--- config.mk ---
export PLATFORM = sky130hd
export DESIGN_NAME = wb_initiator
export DESIGN_NICKNAME = d
export VERILOG_FILES = /design/src/rtl/wb_pkg.sv /design/src/rtl/wb_timeout_cnt.sv /design/src/rtl/wb_initiator.sv
export SDC_FILE = /design/constraint.sdc
export NUM_CORES = 1
export LEC_CHECK = 0
export ABC_AREA = 1
export BUFFER_PORTS_ARGS = -buffer_cell sky130_fd_sc_hd__buf_2
export CELL_PAD_IN_SITES_DETAIL_PLACEMENT = 1
export CELL_PAD_IN_SITES_GLOBAL_PLACEMENT = 2
export CORE_UTILIZATION = 26
export DETAILED_ROUTE_END_ITERATION = 7
export GPL_TIMING_DRIVEN = 0
export PLACE_DENSITY_LB_ADDON = 0.1
export SLEW_MARGIN = 30
export SYNTH_ARGS = -nofsm -noshare
export SYNTH_HDL_FRONTEND = slang
export SYNTH_SLANG_ARGS = --single-unit
--- constraint.sdc ---
create_clock -name clk_i -period 3 [get_ports clk_i]
set_input_delay 0 -clock clk_i [delete_from_list [all_inputs] [get_ports clk_i]]
set_output_delay 0 -clock clk_i [all_outputs]
set_load 0.005 [all_outputs]
--- src/rtl/wb_pkg.sv ---
// rtl/wb_pkg.sv - shared Wishbone types and default bus geometry
package wb_pkg;

  // Default bus geometry, shared with the register slaves
  localparam int WB_ADDR_WIDTH = 3;
  localparam int WB_DATA_WIDTH = 32;
  localparam int WB_GRANULE    = 8;

  typedef enum logic [1:0] {
    ST_IDLE,
    ST_BUS,
    ST_RESP
  } wb_state_e;

  typedef enum logic [1:0] {
    RSP_OK,
    RSP_ERR,
    RSP_TIMEOUT
  } wb_status_e;

endpackage

--- src/rtl/wb_timeout_cnt.sv ---
// rtl/wb_timeout_cnt.sv - saturating cycle counter with clear, enable and expiry flag
module wb_timeout_cnt #(
  parameter int WIDTH = 4,
  parameter int LIMIT = 16
) (
  input  logic clk_i,
  input  logic rst_i,
  input  logic clr_i,
  input  logic en_i,
  output logic expired_o
);

  // Last count value before expiry; a LIMIT of 0 never expires
  localparam logic [WIDTH-1:0] LAST = WIDTH'(LIMIT - 1);

  logic [WIDTH-1:0] cnt_q;
  logic [WIDTH-1:0] cnt_d;

  // Clear wins over enable; counting stops at all-ones instead of wrapping
  always_comb begin
    cnt_d = cnt_q;
    if (clr_i) begin
      cnt_d = '0;
    end else if (en_i && (cnt_q != '1)) begin
      cnt_d = cnt_q + 1'b1;
    end
  end

  // Count register
  always_ff @(posedge clk_i or posedge rst_i) begin
    if (rst_i) begin
      cnt_q <= '0;
    end else begin
      cnt_q <= cnt_d;
    end
  end

  assign expired_o = (LIMIT != 0) && (cnt_q == LAST);

endmodule

--- src/rtl/wb_initiator.sv ---
// rtl/wb_initiator.sv - Wishbone classic single-transfer initiator
module wb_initiator
  import wb_pkg::*;
#(
  parameter int ADDR_WIDTH     = WB_ADDR_WIDTH,
  parameter int DATA_WIDTH     = WB_DATA_WIDTH,
  parameter int GRANULE        = WB_GRANULE,
  parameter int TIMEOUT_CYCLES = 16,
  localparam int SEL_WIDTH     = DATA_WIDTH / GRANULE
) (
  input  logic                  clk_i,
  input  logic                  rst_i,
  input  logic                  cmd_valid_i,
  output logic                  cmd_ready_o,
  input  logic                  cmd_we_i,
  input  logic [ADDR_WIDTH-1:0] cmd_adr_i,
  input  logic [DATA_WIDTH-1:0] cmd_dat_i,
  input  logic [SEL_WIDTH-1:0]  cmd_sel_i,
  output logic                  rsp_valid_o,
  input  logic                  rsp_ready_i,
  output logic [DATA_WIDTH-1:0] rsp_dat_o,
  output logic                  rsp_err_o,
  output logic                  rsp_timeout_o,
  output logic [ADDR_WIDTH-1:0] adr_o,
  output logic [DATA_WIDTH-1:0] dat_o,
  input  logic [DATA_WIDTH-1:0] dat_i,
  output logic [SEL_WIDTH-1:0]  sel_o,
  output logic                  we_o,
  output logic                  stb_o,
  output logic                  cyc_o,
  input  logic                  ack_i,
  input  logic                  err_i
);

  localparam int CNT_W = (TIMEOUT_CYCLES > 1) ? $clog2(TIMEOUT_CYCLES) : 1;

  wb_state_e             state_q, state_d;
  logic [ADDR_WIDTH-1:0] adr_q, adr_d;
  logic [DATA_WIDTH-1:0] dat_q, dat_d;
  logic [SEL_WIDTH-1:0]  sel_q, sel_d;
  logic                  we_q, we_d;
  logic                  cyc_q, cyc_d;
  logic                  rsp_valid_q, rsp_valid_d;
  logic [DATA_WIDTH-1:0] rsp_dat_q, rsp_dat_d;
  logic                  rsp_err_q, rsp_err_d;
  logic                  rsp_to_q, rsp_to_d;
  logic                  cnt_clr, cnt_en, cnt_expired;
  logic                  done;
  wb_status_e            status;

  wb_timeout_cnt #(
    .WIDTH (CNT_W),
    .LIMIT (TIMEOUT_CYCLES)
  ) u_timeout (
    .clk_i     (clk_i),
    .rst_i     (rst_i),
    .clr_i     (cnt_clr),
    .en_i      (cnt_en),
    .expired_o (cnt_expired)
  );

  // Next-state and register updates; everything holds unless a transition says otherwise
  always_comb begin
    state_d     = state_q;
    adr_d       = adr_q;
    dat_d       = dat_q;
    sel_d       = sel_q;
    we_d        = we_q;
    cyc_d       = cyc_q;
    rsp_valid_d = rsp_valid_q;
    rsp_dat_d   = rsp_dat_q;
    rsp_err_d   = rsp_err_q;
    rsp_to_d    = rsp_to_q;
    cnt_clr     = 1'b0;
    cnt_en      = 1'b0;
    done        = 1'b0;
    status      = RSP_OK;
    unique case (state_q)
      ST_IDLE: begin
        // cmd_ready_o is high throughout IDLE, so valid alone is the handshake
        if (cmd_valid_i) begin
          adr_d   = cmd_adr_i;
          dat_d   = cmd_we_i ? cmd_dat_i : '0;
          sel_d   = cmd_sel_i;
          we_d    = cmd_we_i;
          cyc_d   = 1'b1;
          cnt_clr = 1'b1;
          state_d = ST_BUS;
        end
      end
      ST_BUS: begin
        cnt_en = 1'b1;
        // err dominates ack; a slave answer in the expiry cycle still beats the timeout
        if (err_i) begin
          done   = 1'b1;
          status = RSP_ERR;
        end else if (ack_i) begin
          done   = 1'b1;
          status = RSP_OK;
        end else if (cnt_expired) begin
          done   = 1'b1;
          status = RSP_TIMEOUT;
        end
        if (done) begin
          cyc_d       = 1'b0;
          we_d        = 1'b0;
          rsp_valid_d = 1'b1;
          rsp_err_d   = (status != RSP_OK);
          rsp_to_d    = (status == RSP_TIMEOUT);
          rsp_dat_d   = ((status == RSP_OK) && !we_q) ? dat_i : '0;
          state_d     = ST_RESP;
        end
      end
      ST_RESP: begin
        // Returning to IDLE here guarantees an idle bus cycle before the next command
        if (rsp_ready_i) begin
          rsp_valid_d = 1'b0;
          state_d     = ST_IDLE;
        end
      end
      default: state_d = ST_IDLE;
    endcase
  end

  // State and output registers; reset drops the bus immediately and discards any response
  always_ff @(posedge clk_i or posedge rst_i) begin
    if (rst_i) begin
      state_q     <= ST_IDLE;
      adr_q       <= '0;
      dat_q       <= '0;
      sel_q       <= '0;
      we_q        <= 1'b0;
      cyc_q       <= 1'b0;
      rsp_valid_q <= 1'b0;
      rsp_dat_q   <= '0;
      rsp_err_q   <= 1'b0;
      rsp_to_q    <= 1'b0;
    end else begin
      state_q     <= state_d;
      adr_q       <= adr_d;
      dat_q       <= dat_d;
      sel_q       <= sel_d;
      we_q        <= we_d;
      cyc_q       <= cyc_d;
      rsp_valid_q <= rsp_valid_d;
      rsp_dat_q   <= rsp_dat_d;
      rsp_err_q   <= rsp_err_d;
      rsp_to_q    <= rsp_to_d;
    end
  end

  assign cmd_ready_o   = (state_q == ST_IDLE);
  assign adr_o         = adr_q;
  assign dat_o         = dat_q;
  assign sel_o         = sel_q;
  assign we_o          = we_q;
  assign cyc_o         = cyc_q;
  assign stb_o         = cyc_q;
  assign rsp_valid_o   = rsp_valid_q;
  assign rsp_dat_o     = rsp_dat_q;
  assign rsp_err_o     = rsp_err_q;
  assign rsp_timeout_o = rsp_to_q;

endmodule

* After elaboration in Yosys (flattened, before gate mapping)
Index checks and enable logic that the tools add are counted.
** Storage, ports and cells
- Bits in registers :: 82
- Input bits :: 78
- Output and inout bits :: 78
- Word-level logic and storage cells :: 61
** Cells by class
- Add/sub/neg operators :: 1
- Equality and inequality tests :: 8
- Mux-type cells :: 27
- Reduce and logical (&&, ||, !) cells :: 14
** Operators with widths (count)
- 32-bit 2-to-1 mux :: 2
- 2-bit 2-to-1 mux :: 7
- 1-bit 2-to-1 mux :: 12
- 3-bit AND reduction :: 3
- 4-bit 2-to-1 mux :: 2
- 2-bit nonzero test :: 4
- 2-bit inequality test (second input constant) :: 3
- 1-bit one-hot mux with 2 select lines :: 3
- 2-bit one-hot mux with 3 select lines :: 1
- 4-bit by 1-bit adder with 4-bit output (second input constant) :: 1
- 2-bit equality test (second input constant) :: 2
- 4-bit equality test (second input constant) :: 1
- 2-bit logical NOT :: 2
- 4-bit inequality test (second input constant) :: 1
- 2-bit AND reduction :: 2
- 2-bit by 1-bit equality test with 1-bit output (second input constant) :: 1
- 1-bit logical AND :: 2
- 1-bit logical NOT :: 1

* Longest topological paths before layout
Gate-level depths: netlist of the first run.
- Depth after elaboration :: 8
- Depth in mapped cells :: 7
- Depth with buffers taken out :: 7

* Cells and area by module
Synthesis of the first run repeated with hierarchy kept, for this count alone.
** Second synthesis, totals
- Cells, all modules :: 382
- Area total of the unflattened synthesis :: 3492.1 µm²
** Modules (own cells, without submodules)
- wb_initiator :: instances 1, cells an instance 352, area each 3263.1 µm², sequential area each 1951.9 µm²
- wb_timeout_cnt :: instances 1, cells an instance 30, area each 229.0 µm², sequential area each 100.1 µm²

* Worst setup path after synthesis of the first run
OpenSTA, ideal clock, no wires.
- Kind :: reg2reg
- Start :: reg u_timeout.cnt_q[0]
- End :: reg rsp_dat_q[0], in the netlist rsp_dat_o[0]
- Setup time :: 121 ps
- Data arrival time :: 1099 ps
- Data required time :: 2879 ps
- Slack :: 1781 ps
- Cell stages (with the launch flop) :: 8
- Path buffers :: 1
- Period minus slack after synthesis :: 1219 ps
- Cell sequence :: dfrtp_1 ha_1 inv_1 nor2_1 nand2_2 buf_2 nand3_1 o21ai_1
** Between the ends
- Word-level cells in the longest chain between the ends :: 8
- Elaborated cells between the ends (all ways) :: 13
- Those cells by class :: eq/ne: 1; mux: 9; reduce/logical: 3
** Ends and longest elaborated chain
- start: declaration :: RTL line wb_timeout_cnt.sv:16 : logic [WIDTH-1:0] cnt_q;
- start signal: assignment :: RTL line wb_timeout_cnt.sv:34 : cnt_q <= cnt_d;
- 4-bit equality test * :: RTL line wb_timeout_cnt.sv:38 : assign expired_o = (LIMIT != 0) && (cnt_q == LAST);
- 2-bit 2-to-1 mux :: RTL line wb_initiator.sv:100 : end else if (cnt_expired) begin
- 2-bit 2-to-1 mux :: RTL line wb_initiator.sv:97 : end else if (ack_i) begin
- 2-bit 2-to-1 mux :: RTL line wb_initiator.sv:94 : if (err_i) begin
- 2-bit 2-to-1 mux :: RTL line wb_initiator.sv:78 : unique case (state_q)
- 2-bit logical NOT :: RTL line wb_initiator.sv:110 : rsp_dat_d = ((status == RSP_OK) && !we_q) ? dat_i : '0;
- 1-bit logical AND :: RTL line wb_initiator.sv:110
- 32-bit 2-to-1 mux :: RTL line wb_initiator.sv:110
- end signal: assignment :: RTL line wb_initiator.sv:146 : rsp_dat_q <= rsp_dat_d;
- end: declaration :: RTL line wb_initiator.sv:44 : logic [DATA_WIDTH-1:0] rsp_dat_q, rsp_dat_d;
Every way passes the cells marked *; elsewhere a longest branch is shown, timed or not. The select of a mux whose other input is x is not followed.
A chain may end at the register's enable or synchronous reset.

* Worst setup path after layout of the first run
- Start :: reg u_timeout.cnt_q[0]
- End :: reg rsp_dat_q[8], in the netlist rsp_dat_o[8]
The elaborated chain is that of the path after synthesis.

==> run_results.csv, run 1 <==
group,metric,value,unit
floorplanning,row_count,41,
critical_path,critPathKind,"flip-flop to flip-flop",
critical_path,critPathRequiredTime,3220,ps
sta,final_hold_viol_count,0,
power,p_total,4.54,mW
grt,overflow,0,
clock_network,cts_buffers,9,
sta,rsz0062_at_grt,"no",
cells_and_area,antennaDiodeCount,0,
run,maxCapViolCount,0,
sta,setup_violations,0,
grt,grt_pass1_vias,3537,
sta,setup-tns-final,0,ps
critical_path,crit_path_max_fanout,10,
critical_path,worstPathArrival,1690,ps
sta,skew,4.59,ps
clock_network,cts_max_level,3,
power,power_density,831,nW/µm²
synthesis,syn-mean-instance-area,8.98,µm²
synthesis,synthCells,378,
synthesis,yosysMostFrequentCell,"nand2_1",
clock_network,cts-root-buf,"clkbuf_16",
synthesis,syn_area,3390,µm²
synthesis,synthFlopType,"dfrtp_1",
routing,drtIter0Drc,136,
synthesis,synth-edff-count,0,
grt,antenna_found_initial,0,
hold_path,min_from,"err_i",
routing,num_vias,3401,
synthesis,synth_top_cells_by_area,"dfrtp_1 60%, nand2_1 12%, o21ai_1 6.3%, nand3_1 5.6%, inv_1 4.4%",
synthesis,synth.distinct_cells,20,
placement,port_buffers,154,
sta,worst_pin_slew,536,ps
floorplanning,ioPinCount,156,
clock_network,cts_tree,"yes",
sta,fmax,682,MHz
synthesis,yosys_warnings,0,
grt,grtUsageTotal,16.6,%
synthesis,synth_common_cells,"113 x nand2_1, 82 x dfrtp_1, 43 x o21ai_1, 40 x inv_1, 38 x nand3_1",
synthesis,ys_seq_area_share,60.4,%
placement,place_area,4410,µm²
floorplanning,die_area,13500,µm²
clock_network,path_clk_slew,60,ps
routing,viasPerCell,4.27,
synthesis,syn_nets,457,
floorplanning,fp.dieH,116,µm
sta,timing.final.crit_share,48.9,%
power,vdd_drop_max,268,µV
placement,gp_congestion,0.705,
sta,period_minus_slack,1470,ps
grt,grt_max_degree,50,
critical_path,end_kind,"flip-flop",
critical_path,critPathLaunchType,"flip-flop",
routing,drt_pass1_iterations,4,
synthesis,yosys_register_bits,82,
sta,drv_slew,0,
clock_network,clk_latency,340,ps
routing,routed_wl,10600,µm
clock_network,cts_sinks,82,
floorplanning,initial_utilization,26.8,%
routing,avgRoutedWirePerCell,13.2,µm
grt,grt_pass1_wl,17200,µm
hold_path,hp-class,"input pin to flip-flop",
cells_and_area,fillers,1550,
critical_path,critPathLaunch,"u_timeout.cnt_q[0]",
placement,dp_hpwl,7110,µm
routing,drc,0,
synthesis,synthArstFlopShare,100,%
critical_path,timing.rr.start,"u_timeout.cnt_q[0]",
synthesis,yosysTopAreaCell,"dfrtp_1",
synthesis,synth_top_area_share,60.4,%
power,p_leak,2.95,nW
cells_and_area,drive_above_1_share,31.0,%
clock_network,cts_buffer_depth,2,
run_status,outcome,"finished, final reports clean",
cells_and_area,stdcell_area,5470,µm²
cells_and_area,syn2layout_area_growth,61.2,%
routing,antenna_left,0,
floorplanning,die-width,116,µm
cells_and_area,nNetsFinal,700,
sta,slew_headroom,64.3,%
floorplanning,design.core.area,12700,µm²
-- final cells by class --
cell class              count  area [µm²]  share of cell area (%)
inverters                  43         166                    3.04
multi-input cells         231        1040                    19.1
plain buffers              22         136                    2.49
repair buffers            232        1570                    28.7
clock buffers              12         246                    4.51
clock inverters             3        40.0                   0.732
well taps                 172         215                    3.93
flip-flops and latches     82        2050                    37.5
-- critical path, cell delays in order (launching register included) --
cell and delay (ps):
dfrtp_1 430, ha_1 250, inv_1 60, nor2_1 130, nand2_2 110, buf_2 210, nand3_1 100, o21ai_1 70
-- stage by stage --
step	hold WS, ps	util (%)	setup slack [ps]	instances
6_report	34.4	43.2	1530	797
5_1_grt	97.6	43.2	1400	797
4_1_cts	32.8	43.2	1510	797
3_5_place_dp	16.9	34.8	1520	705
3_3_place_gp	197	34.6	-451	704
2_1_floorplan	107	-	892	378
-- registers in the layout, indices dropped and copies added (netlist names), 2 cells and up --
register         flops
sel_o                4
u_timeout.cnt_q      4
dat_o               32
rsp_dat_o           32
state_q              2
adr_o                3
-- power by group --
part,leakage (nW),switching (mW),internal (mW)
clock,0.142,0.430,0.661
combinational,1.73,0.819,0.756
sequential,1.08,0.276,1.60
total,2.95,1.52,3.02
-- cells in the final DEF (no fill, tap or decap), drive strengths merged, types with 2 or more instances in the layout --
cell	instances
nor2	5
clkinv	2
nand3	38
inv	43
buf	171
nand2	116
o21ai	67
nand4	2
dfrtp	82
dlygate4sd3	77
clkbuf	18
-- cell families after synthesis --
logic type | count (synthesis) | synth area share, %
buffers and inverters | 65 | 8.77
flip-flops | 82 | 60.4
AND/OR/NAND/NOR | 161 | 20.1
adder cells (fa/ha/maj) | 1 | 0.369
AO/OA/AOI/OAI | 68 | 10.1
XOR/XNOR | 1 | 0.258
-- repair_timing --
item | CTS | global route
hold buffers | 77 | 0
buffers inserted | 0 | 0
endpoints found under the hold margin | 107 | 0
setup endpoints to repair | 0 | 0
resized for setup | 0 | 0
-- path summary, 6_finish.rpt --
check                                endpoint  slack (ps)  cells past startpoint
min in group asynchronous       rsp_dat_o[26]         200                      3
max in group asynchronous            adr_o[2]        2250                      4
worst min register to register       sel_o[2]         470                      2
worst max-delay path             rsp_dat_o[8]        1530                      7
worst max register to register   rsp_dat_o[8]        1530                      7
worst min-delay path                rsp_err_o          30                      5
-- per-layer routing --
layer / vias to the layer above / global-route usage (%) / part of all wire (%)
met5: - / 0 / 0
met4: 0 / 7.01 / 1.6
met3: 11 / 4.77 / 6.3
met2: 94 / 28.0 / 49
met1: 1613 / 19.8 / 43
li1: 1683 / - / -
(Power assumes the default switching activity.)
==> run 2, diff against run 1 <==
--- a/config.mk
+++ b/config.mk
@@ -9,7 +9,7 @@
 export BUFFER_PORTS_ARGS = -buffer_cell sky130_fd_sc_hd__buf_2
 export CELL_PAD_IN_SITES_DETAIL_PLACEMENT = 1
 export CELL_PAD_IN_SITES_GLOBAL_PLACEMENT = 2
-export CORE_UTILIZATION = 26
+export CORE_UTILIZATION = 23
 export DETAILED_ROUTE_END_ITERATION = 7
 export GPL_TIMING_DRIVEN = 0
 export PLACE_DENSITY_LB_ADDON = 0.1
==> constraint.sdc (replaced) <==
create_clock -name clk_i -period 1.3 [get_ports clk_i]
set_input_delay 0 -clock clk_i [delete_from_list [all_inputs] [get_ports clk_i]]
set_output_delay 0 -clock clk_i [all_outputs]
set_load 0.005 [all_outputs]
==> run_results.csv, run 2 (synthesis gave the netlist of run 1 again) <==
group,metric,value,unit
clock_network,cts_sinks,82,
critical_path,ff2ff_path_depth,7,
cells_and_area,multiInputGateArea,1310,µm²
routing,drt_pass1_iterations,4,
hold_path,min_from,"ack_i",
cells_and_area,nNetsFinal,716,
sta,timing.final.crit_share,106,%
run,maxCapViolCount,0,
sta,worst_slack,-73.5,ps
critical_path,reg2reg_to,"dat_o[22]",
floorplanning,initial_utilization,23.4,%
cells_and_area,syn2layout_area_growth,79.8,%
routing,routed_wl,11800,µm
critical_path,critPathKind,"flip-flop to flip-flop",
critical_path,critPathLaunch,"state_q[0]",
grt,grtUsageTotal,15.4,%
routing,drtIter0Drc,72,
clock_network,path_clk_slew,60,ps
critical_path,worstPathArrival,1590,ps
placement,port_buffers,154,
sta,skew,4.10,ps
critical_path,slowest_stage,"dfrtp_1",
cells_and_area,antennaDiodeCount,0,
sta,hold_ws,34.9,ps
placement,dp_hpwl,7670,µm
floorplanning,die_area,15200,µm²
cells_and_area,drive_above_1_share,42.3,%
power,p_leak,3.24,nW
critical_path,crit_path_max_fanout,7,
sta,rsz0062_at_grt,"yes",
grt,grt_max_degree,26,
sta,drv_slew,0,
sta,final_hold_viol_count,0,
clock_network,cts-root-buf,"clkbuf_16",
hold_path,whs_endpoint,"rsp_err_o",
placement,place_area,4470,µm²
sta,worst_pin_slew,582,ps
floorplanning,row_count,44,
run_status,violations,"setup timing",
sta,slew_headroom,61.1,%
sta,period_minus_slack,1370,ps
critical_path,cp_num_buf_inv,3,
cells_and_area,stdcell_area,6100,µm²
critical_path,r2r_setup_slack,-70,ps
floorplanning,ioPinCount,156,
critical_path,path_delay_family,"buffers and inverters",
routing,avgRoutedWirePerCell,14.4,µm
floorplanning,fp.dieH,123,µm
critical_path,crit_cells,7,
cells_and_area,fillers,1658,
critical_path,critPathLaunchType,"flip-flop",
critical_path,end_kind,"flip-flop",
critical_path,crit_chain,"buf_6 -> nor2_4 -> nand2_4 -> buf_12 -> clkbuf_16 -> nand2_2 -> o21ai_1",
hold_path,hp-class,"input pin to flip-flop",
sta,setup_violations,72,
floorplanning,design.core.area,14500,µm²
clock_network,clk_latency,340,ps
power,vdd_drop_max,912,µV
clock_network,cts_tree,"yes",
critical_path,critPathRequiredTime,1520,ps
grt,antenna_found_initial,0,
clock_network,cts_buffers,9,
routing,num_vias,3496,
critical_path,timing.rr.start,"state_q[0]",
clock_network,cts_max_level,3,
routing,antenna_left,0,
cells_and_area,seqCellArea,2050,µm²
sta,fmax,728,MHz
clock_network,cts_buffer_depth,2,
run_status,outcome,"finished, violations left",
grt,grt_pass1_vias,3453,
power,power_density,1950,nW/µm²
grt,grt_pass1_wl,17900,µm
routing,viasPerCell,4.24,
floorplanning,die-width,123,µm
placement,gp_congestion,0.690,
critical_path,cpPeakStageDelay,410,ps
routing,drc,0,
hold_path,hold_depth,4,
cells_and_area,final_common_cell,"buf_2",
cells_and_area,final_cell_mix,"156 x buf_2, 93 x nand2_1, 81 x dfrtp_1, 76 x dlygate4sd3_1, 39 x inv_1",
grt,overflow,0,
run 2: cell types whose count changed in the layout (fill, tap and decap cells not counted), sizes merged:
cell / delta
clkbuf: +3
dlygate4sd3: -1
inv: -1
clkinvlp: +1
buf: +13
run 2: through the flow:
stage | std cells | util, % | setup slack, ps | TNS, ps | total power, mW
floorplan | 378 | - | 80.5 | 0 | 6.08
global placement | 716 | 30.4 | -421 | -40740 | 7.86
detailed placement | 719 | 30.9 | -163 | -7550 | 8.00
CTS | 813 | 38.8 | -37.5 | -740 | 11.0
global route | 824 | 42.2 | -135 | -8100 | 12.9
finish | 824 | 42.2 | -73.5 | -2690 | 11.9
run 2: repair_timing:
action | in CTS | in global routing
hold buffers | 76 | 0
hold endpoints to repair | 93 | 0
setup endpoints to repair | 78 | 76
resized for setup | 23 | 102
pin swaps | 1 | 5
gates cloned | 0 | 6
setup buffers | 4 | 5
run 2: worst max path at each step:
| stage | to |
|---|---|
| floorplan | rsp_dat_o[0] |
| global placement | rsp_dat_o[31] |
| detailed placement | rsp_dat_o[2] |
| CTS | rsp_dat_o[2] |
| global route | rsp_dat_o[17] |
| finish | dat_o[22] |
run 2: per-layer routing:
metal / share of wire [%] / track usage [%]
met2: 50 / 25.0
met5: 0 / 0
met3: 6.4 / 5.77
met1: 43 / 19.0
met4: 0.89 / 4.29
run 2: power by group:
group	switching, mW	total (mW)	internal [mW]	leakage, nW
logic	2.35	4.84	2.49	2.02
clock network	1.03	2.60	1.57	0.147
registers	0.759	4.46	3.71	1.07
total	4.14	11.9	7.76	3.24
run 2: area by class of cell:
cell class / instances / area share [%]
flip-flops and latches: 82 / 33.6
inverters: 43 / 2.71
clock buffers: 11 / 4.14
clock inverters: 3 / 0.656
well taps: 184 / 3.77
repair buffers: 248 / 29.9
plain buffers: 22 / 3.73
multi-input cells: 231 / 21.4
run 2: worst reg2reg max path, cell delays in order (launching register included):
cell	delay, ps
dfrtp_1	410
buf_6	130
nor2_4	170
nand2_4	110
buf_12	160
clkbuf_16	160
nand2_2	50
o21ai_1	50
